[src/rtl/adc_valid_monitor_pkg.sv]
// Shared types, field widths and status-word layout for the ADC valid monitor.
package adc_valid_monitor_pkg;

  typedef enum logic [1:0] {
    IDLE    = 2'd0,
    ACQUIRE = 2'd1,
    LOCKED  = 2'd2,
    LOST    = 2'd3
  } state_t;

  localparam int unsigned VALID_CNT_W = 17;
  localparam int unsigned GAP_CNT_W   = 12;
  localparam int unsigned GOOD_RUN_W  = 4;
  localparam int unsigned COUNT_W     = 16;
  localparam int unsigned STATUS_W    = 32;

  localparam int unsigned ST_LOCKED_BIT = 31;
  localparam int unsigned ST_STICKY_BIT = 30;
  localparam int unsigned ST_STATE_LSB  = 28;
  localparam int unsigned ST_MAXGAP_LSB = 16;
  localparam int unsigned ST_COUNT_LSB  = 0;

  // Window totals above 0xFFFF (only possible with a 2^16 window) clamp to 0xFFFF.
  function automatic logic [COUNT_W-1:0] sat_count(input logic [VALID_CNT_W-1:0] total);
    return total[VALID_CNT_W-1] ? '1 : total[COUNT_W-1:0];
  endfunction

  function automatic logic [STATUS_W-1:0] pack_status(
    input logic                 lk,
    input logic                 sticky,
    input state_t               st,
    input logic [GAP_CNT_W-1:0] gap,
    input logic [COUNT_W-1:0]   count
  );
    logic [STATUS_W-1:0] w;
    w = '0;
    w[ST_LOCKED_BIT]                = lk;
    w[ST_STICKY_BIT]                = sticky;
    w[ST_STATE_LSB +: 2]            = st;
    w[ST_MAXGAP_LSB +: GAP_CNT_W]   = gap;
    w[ST_COUNT_LSB +: COUNT_W]      = count;
    return w;
  endfunction

endpackage

[src/rtl/adc_valid_monitor_if.sv]
// Strobe/control inputs and status outputs of the ADC valid monitor.
interface adc_valid_monitor_if;
  import adc_valid_monitor_pkg::*;

  logic                adc_valid;
  logic                ctrl_clear;
  logic [STATUS_W-1:0] status_word;
  logic                locked;

  modport master (output adc_valid, output ctrl_clear, input status_word, input locked);
  modport slave  (input adc_valid, input ctrl_clear, output status_word, output locked);
endinterface

[src/rtl/adc_valid_gap_tracker.sv]
// Tracks runs of invalid ADC cycles and the longest run since reset/clear.
module adc_valid_gap_tracker
  import adc_valid_monitor_pkg::*;
#(
  parameter int unsigned MAX_GAP = 8
) (
  input  logic                 clk,
  input  logic                 rst,
  input  logic                 adc_valid,
  input  logic                 clear,
  output logic                 gap_over,
  output logic [GAP_CNT_W-1:0] max_gap
);

  logic [GAP_CNT_W-1:0] gap_q;
  logic [GAP_CNT_W-1:0] gap_d;

  // Next gap value: zero on a valid cycle, otherwise count up and hold at all ones.
  always_comb begin
    gap_d = '0;
    if (!adc_valid) begin
      gap_d = (&gap_q) ? gap_q : gap_q + GAP_CNT_W'(1);
    end
  end

  // Flagged in the same cycle the run first exceeds the tolerated length.
  assign gap_over = 32'(gap_d) > MAX_GAP;

  // Gap register and running maximum; a clear restarts the maximum from the live gap.
  always_ff @(posedge clk) begin
    if (rst) begin
      gap_q   <= '0;
      max_gap <= '0;
    end else begin
      gap_q <= gap_d;
      if (clear || (gap_d > max_gap)) begin
        max_gap <= gap_d;
      end
    end
  end

endmodule

[src/rtl/adc_valid_monitor.sv]
// Measures ADC sample-valid density per window, tracks lock, and publishes a status word.
module adc_valid_monitor
  import adc_valid_monitor_pkg::*;
#(
  parameter int unsigned WINDOW_LOG2  = 16,
  parameter int unsigned VALID_THRESH = 65280,
  parameter int unsigned LOCK_WINDOWS = 4,
  parameter int unsigned MAX_GAP      = 8
) (
  input logic                user_clk,
  input logic                user_rst,
  adc_valid_monitor_if.slave bus
);

  logic [WINDOW_LOG2-1:0] win_cnt;
  logic [VALID_CNT_W-1:0] valid_cnt;
  logic [VALID_CNT_W-1:0] window_total;
  logic                   window_end;
  logic                   window_good;
  logic                   clear_q;
  logic                   clear_pulse;
  state_t                 state_q;
  state_t                 state_d;
  logic [GOOD_RUN_W-1:0]  good_run_q;
  logic [GOOD_RUN_W-1:0]  good_run_d;
  logic [GOOD_RUN_W-1:0]  run_inc;
  logic                   enter_lost;
  logic                   sticky_lost;
  logic                   gap_over;
  logic [GAP_CNT_W-1:0]   max_gap;
  logic [STATUS_W-1:0]    status_q;

  assign window_end   = &win_cnt;
  assign window_total = valid_cnt + VALID_CNT_W'(bus.adc_valid);
  assign window_good  = 32'(window_total) >= VALID_THRESH;
  assign clear_pulse  = bus.ctrl_clear & ~clear_q;
  assign run_inc      = good_run_q + GOOD_RUN_W'(1);

  // Free-running window counter and per-window valid accumulator.
  always_ff @(posedge user_clk) begin
    if (user_rst) begin
      win_cnt   <= '0;
      valid_cnt <= '0;
    end else begin
      win_cnt   <= win_cnt + WINDOW_LOG2'(1);
      valid_cnt <= window_end ? '0 : window_total;
    end
  end

  // Single-register edge detector on the software clear level.
  always_ff @(posedge user_clk) begin
    if (user_rst) begin
      clear_q <= 1'b0;
    end else begin
      clear_q <= bus.ctrl_clear;
    end
  end

  adc_valid_gap_tracker #(
    .MAX_GAP (MAX_GAP)
  ) u_gap (
    .clk       (user_clk),
    .rst       (user_rst),
    .adc_valid (bus.adc_valid),
    .clear     (clear_pulse),
    .gap_over  (gap_over),
    .max_gap   (max_gap)
  );

  // Lock FSM next-state: windows are judged only at their end cycle.
  always_comb begin
    state_d    = state_q;
    good_run_d = good_run_q;
    enter_lost = 1'b0;
    unique case (state_q)
      IDLE: begin
        if (bus.adc_valid) begin
          state_d    = ACQUIRE;
          good_run_d = '0;
        end
      end
      ACQUIRE: begin
        if (window_end) begin
          if (window_good) begin
            good_run_d = run_inc;
            if (32'(run_inc) >= LOCK_WINDOWS) begin
              state_d = LOCKED;
            end
          end else begin
            good_run_d = '0;
          end
        end
      end
      LOCKED: begin
        if ((window_end && !window_good) || gap_over) begin
          state_d    = LOST;
          enter_lost = 1'b1;
        end
      end
      LOST: begin
        if (window_end && window_good) begin
          state_d    = ACQUIRE;
          good_run_d = GOOD_RUN_W'(1);
        end
      end
    endcase
  end

  // Lock FSM state and good-window run register.
  always_ff @(posedge user_clk) begin
    if (user_rst) begin
      state_q    <= IDLE;
      good_run_q <= '0;
    end else begin
      state_q    <= state_d;
      good_run_q <= good_run_d;
    end
  end

  // Sticky loss flag; a new loss takes priority over a coincident clear.
  always_ff @(posedge user_clk) begin
    if (user_rst) begin
      sticky_lost <= 1'b0;
    end else if (enter_lost) begin
      sticky_lost <= 1'b1;
    end else if (clear_pulse) begin
      sticky_lost <= 1'b0;
    end
  end

  // Status word: count field refreshes at window end, other fields follow their sources.
  always_ff @(posedge user_clk) begin
    if (user_rst) begin
      status_q <= '0;
    end else begin
      status_q <= pack_status(state_q == LOCKED, sticky_lost, state_q, max_gap,
                              window_end ? sat_count(window_total)
                                         : status_q[ST_COUNT_LSB +: COUNT_W]);
    end
  end

  assign bus.status_word = status_q;
  assign bus.locked      = status_q[ST_LOCKED_BIT];

endmodule

[src/flat_wrapper.sv]
// flat-port wrapper written by rule: the top's interface ports become plain ports
module adc_valid_monitor_flat import adc_valid_monitor_pkg::*;
#(
  parameter int unsigned WINDOW_LOG2  = 16,
  parameter int unsigned VALID_THRESH = 65280,
  parameter int unsigned LOCK_WINDOWS = 4,
  parameter int unsigned MAX_GAP      = 8
)
  (user_clk, user_rst, bus_adc_valid, bus_ctrl_clear, bus_status_word, bus_locked);
  adc_valid_monitor_if bus_i ();
  input logic user_clk;
  input logic user_rst;
  input wire logic [$bits(bus_i.adc_valid)-1:0] bus_adc_valid;
  input wire logic [$bits(bus_i.ctrl_clear)-1:0] bus_ctrl_clear;
  output wire logic [$bits(bus_i.status_word)-1:0] bus_status_word;
  output wire logic [$bits(bus_i.locked)-1:0] bus_locked;
  assign bus_i.adc_valid = bus_adc_valid;
  assign bus_i.ctrl_clear = bus_ctrl_clear;
  assign bus_status_word = bus_i.status_word;
  assign bus_locked = bus_i.locked;
  adc_valid_monitor #(.WINDOW_LOG2(WINDOW_LOG2), .VALID_THRESH(VALID_THRESH), .LOCK_WINDOWS(LOCK_WINDOWS), .MAX_GAP(MAX_GAP)) u_core (.user_clk(user_clk), .user_rst(user_rst), .bus(bus_i));
endmodule
[config.mk]
export PLATFORM = sky130hd
export DESIGN_NAME = adc_valid_monitor_flat
export DESIGN_NICKNAME = d
export VERILOG_FILES = /design/src/rtl/adc_valid_monitor_pkg.sv /design/src/rtl/adc_valid_monitor_if.sv /design/src/rtl/adc_valid_gap_tracker.sv /design/src/rtl/adc_valid_monitor.sv /design/src/flat_wrapper.sv
export SDC_FILE = /design/constraint.sdc
export NUM_CORES = 1
export LEC_CHECK = 0
export CORE_MARGIN = 2
export CORE_UTILIZATION = 50
export CTS_BUF_LIST = sky130_fd_sc_hd__clkbuf_4 sky130_fd_sc_hd__clkbuf_8
export CTS_CLUSTER_DIAMETER = 200
export DETAILED_ROUTE_END_ITERATION = 10
export PLACE_DENSITY = 0.79
export SETUP_SLACK_MARGIN = 0.3
export SYNTH_ARGS = -nofsm -noshare
export SYNTH_HDL_FRONTEND = slang
export SYNTH_SLANG_ARGS = --single-unit
[constraint.sdc]
create_clock -name user_clk -period 4.67 [get_ports user_clk]
set_input_delay 0.934 -clock user_clk [delete_from_list [all_inputs] [get_ports user_clk]]
set_output_delay 0.934 -clock user_clk [all_outputs]
set_load 0.01 [all_outputs]
==> impl_metrics.toml <==
[synth]
yosys.area_share.simple_pct = 24.7
synth-compound-area-share_pct = 10.8
synth_seq_area_share_pct = 44.1
synth_xor_xnor_area_share_pct = 6.36
synth_fa_ha_area_share_pct = 6.25
synth.distinct_cells = 54
ys_seq_elements = 97
synth_area_leaders = "dfxtp_1 (44%), nor2_1 (7.6%), ha_1 (6.2%), a211oi_1 (4.1%), xor2_1 (3.4%)"
synth_cells = 487
yosysMostFrequentCell = "dfxtp_1"
synthFlopType = "dfxtp_1"
syn_avg_cell_area_um2 = 9.05
muxShareOfSynthArea_pct = 3.46
syn_nets = 513
synth_top_family_by_area = "simple AND/OR/NAND/NOR gates"
synth_async_sr_flop_share_pct = 0
ys_warn_count = 0
synth_common_cells = "dfxtp_1 (97), nor2_1 (89), a211oi_1 (24)"
synth_edf_count = 0
synth_top_area_share_pct = 44.1
yosysTopAreaCell = "dfxtp_1"
netlist_area_mm2 = 0.00441

[placed_design]
gp_congestion = 0.871
dp_slack_ps = 429
io_buffer_count = 36
placed_cells = 614
hpwlAfterDp_um = 6410

[global_routing]
grt_pass1_wl_um = 15100
track_usage_pct = 19.1
grt_pass1_vias = 3404
grt_start_max_net_pins = 74
antenna_found_initial = 0
overflow = 0

[detailed_routing]
viasPerCell = 5.66
routedWlPerCell_um = 14.4
wirelength_um = 9040
drc = 0
ant_nets = 0
firstDrtPassIters = 4
wl_met1_um = 3820
drt_iter0_drc = 202
met3WireLength_um = 342
highest_layer = "met4"
wl_met2_um = 4570
vias = 3553

[power_and_ir_drop]
leakagePower_nw = 1.92
p_per_area_mw_per_mm2 = 324
finalPower_mw = 1.63
peakVddDrop_mv = 0.183

[clock_network]
clock-sinks = 97
post_cts_buffers = 0
cts_made_buffers = 9
root_buffer = "clkbuf_8"
cts_resized = 0
cts.hold.buffers_added = 0
cts.path.max_buffers = 2
clk_pin_slew_worst_paths_ps = 90
cts_tree = "built"
h-tree-depth = 3
clock_latency_ps = 350

[timing]
finalHoldViolations = 0
min_period_ps = 3930
rsz0062_at_grt = "false"
max_slew.worst_pin.slew_ps = 1190
setup_violations = 0
slew_headroom_pct = 20.4
skew_ps = 9.18
fmax_mhz = 255
maxSlewViolCount = 0
min_period_over_period_pct = 84.1
setup_tns_ps = 0
setup_ws_ps = 745

[layout]
syn_to_final_growth_pct = 14.5
area.sequential_mm2 = 0.00194
diodes = 0
layout-drive-gt1-share_pct = 7.12
final_cells = 628
fin_nets = 543
fill_cells = 766
multi_input_area_mm2 = 0.00228

[setup_path]
critical-path-max-stage-delay_ps = 480
slowest_stage = "clkdlybuf4s50_1"
crit_fanout = 10
start_kind = "primary input"
cp_common_cell = "ha_1"
end_kind = "flop"
worstPathCellList = "clkdlybuf4s50_1 > ha_1 > ha_1 > inv_1 > nor4_1 > xnor2_1 > nor4b_4 > a21oi_2 > a211oi_1 > nand4bb_1 > mux2_1"
critical_path_required_ps = 4910
cp_data_arrival_time_ps = 4160
path_class = "primary input to flop"
reg2reg_depth = 14

[die]
die_w_um = 97.9
rows = 34
die_area_mm2 = 0.00958
pin_count = 37
start_util_pct = 51.0
dieHeight_um = 97.9
coreArea_mm2 = 0.00864

[run]
max_cap_violations = 0

[hold_path]
hold_class = "flop to flop"
hold_path_depth = 1

[outcome]
outcome = "completed"
-- per-layer routing --
metal | track usage, % | vias to the layer above
met1 | 22.0 | 1682
met3 | 4.58 | 29
met5 | 0 | -
met2 | 33.4 | 96
met4 | 9.08 | 0
li1 | - | 1746
-- cell usage in the layout, fill, tap and decap left out, types with 4 or more instances in the layout --
| cell | Yosys | routed |
|---|---|---|
| xor2_1 | 17 | 17 |
| xnor2_1 | 15 | 15 |
| a211oi_1 | 24 | 24 |
| a21oi_1 | 11 | 11 |
| nand2_1 | 20 | 20 |
| inv_1 | 21 | 21 |
| clkdlybuf4s50_1 | 0 | 35 |
| nor2_1 | 89 | 89 |
| nor3_1 | 11 | 11 |
| nand3_1 | 18 | 18 |
| mux2i_1 | 13 | 13 |
| nand4_1 | 8 | 8 |
| a31oi_1 | 4 | 4 |
| ha_1 | 22 | 22 |
| nor4_1 | 9 | 9 |
| a21o_1 | 4 | 4 |
| clkbuf_8 | 0 | 11 |
| o21ai_0 | 6 | 6 |
| and2_1 | 9 | 9 |
| nor2b_1 | 9 | 9 |
| and3_1 | 9 | 9 |
| nand2b_1 | 4 | 4 |
| dfxtp_1 | 97 | 97 |
| buf_4 | 1 | 7 |
-- cell type report --
class | instances | share of cell area, %
repair buffers | 43 | 8.08
well taps | 108 | 2.68
clock inverters | 2 | 0.769
flip-flops and latches | 97 | 38.5
inverters | 22 | 1.64
multi-input cells | 344 | 45.2
clock buffers | 12 | 3.15
-- through the flow --
step	utilization [%]	hold WS (ps)	instance area, um^2
6_report	58.4	460	5050
3_3_place_gp	56.1	427	4850
3_5_place_dp	56.1	444	4850
4_1_cts	58.4	457	5050
5_1_grt	58.4	477	5050
2_1_floorplan	-	418	4410
-- report_power, final --
group          internal (mW)  switching [mW]
Sequential             0.850          0.0191
Combinational         0.0941           0.121
Clock                  0.278           0.270
Total                   1.22           0.410
-- kinds of logic (layout without fill, tap and decap cells) --
kind of cell               Yosys count  in the layout
AOI/OAI and AO/OA                   68             68
xor gates and xnor gates            32             32
adders and majority gates           22             22
buffers and inverters               46             79
DFF                                 97             97
muxes                               15             15
and+or+nand+nor                    207            207
-- state kept, by name, summed over array words and instances, names as in the netlist --
signal                  flops
u_core.bus.status_word     32
u_core.clear_q              1
u_core.good_run_q           4
u_core.state_q              2
u_core.sticky_lost          1
u_core.u_gap.gap_q         12
u_core.u_gap.max_gap       12
u_core.valid_cnt           17
u_core.win_cnt             16
-- critical path, delay by kind of cell --
family          cells  cell delay [ps]
buf+inv             2              620
xor+xnor            1              190
compound gates      2              420
simple gates        3              870
fa+ha+maj           2              780
mux                 1              330
-- path summary, 6_finish.rpt --
kind	to	slack, ps	start
max	u_core.state_q[0]$_SDFFE_PP0P_	740	bus_adc_valid
max reg2reg	u_core.u_gap.max_gap[10]$_SDFFE_PP0P_	1180	u_core.u_gap.gap_q[0]$_SDFF_PP0_
min	u_core.win_cnt[0]$_SDFF_PP0_	460	u_core.win_cnt[0]$_SDFF_PP0_
min reg2reg	u_core.win_cnt[0]$_SDFF_PP0_	460	u_core.win_cnt[0]$_SDFF_PP0_
(Power assumes the default switching activity.)
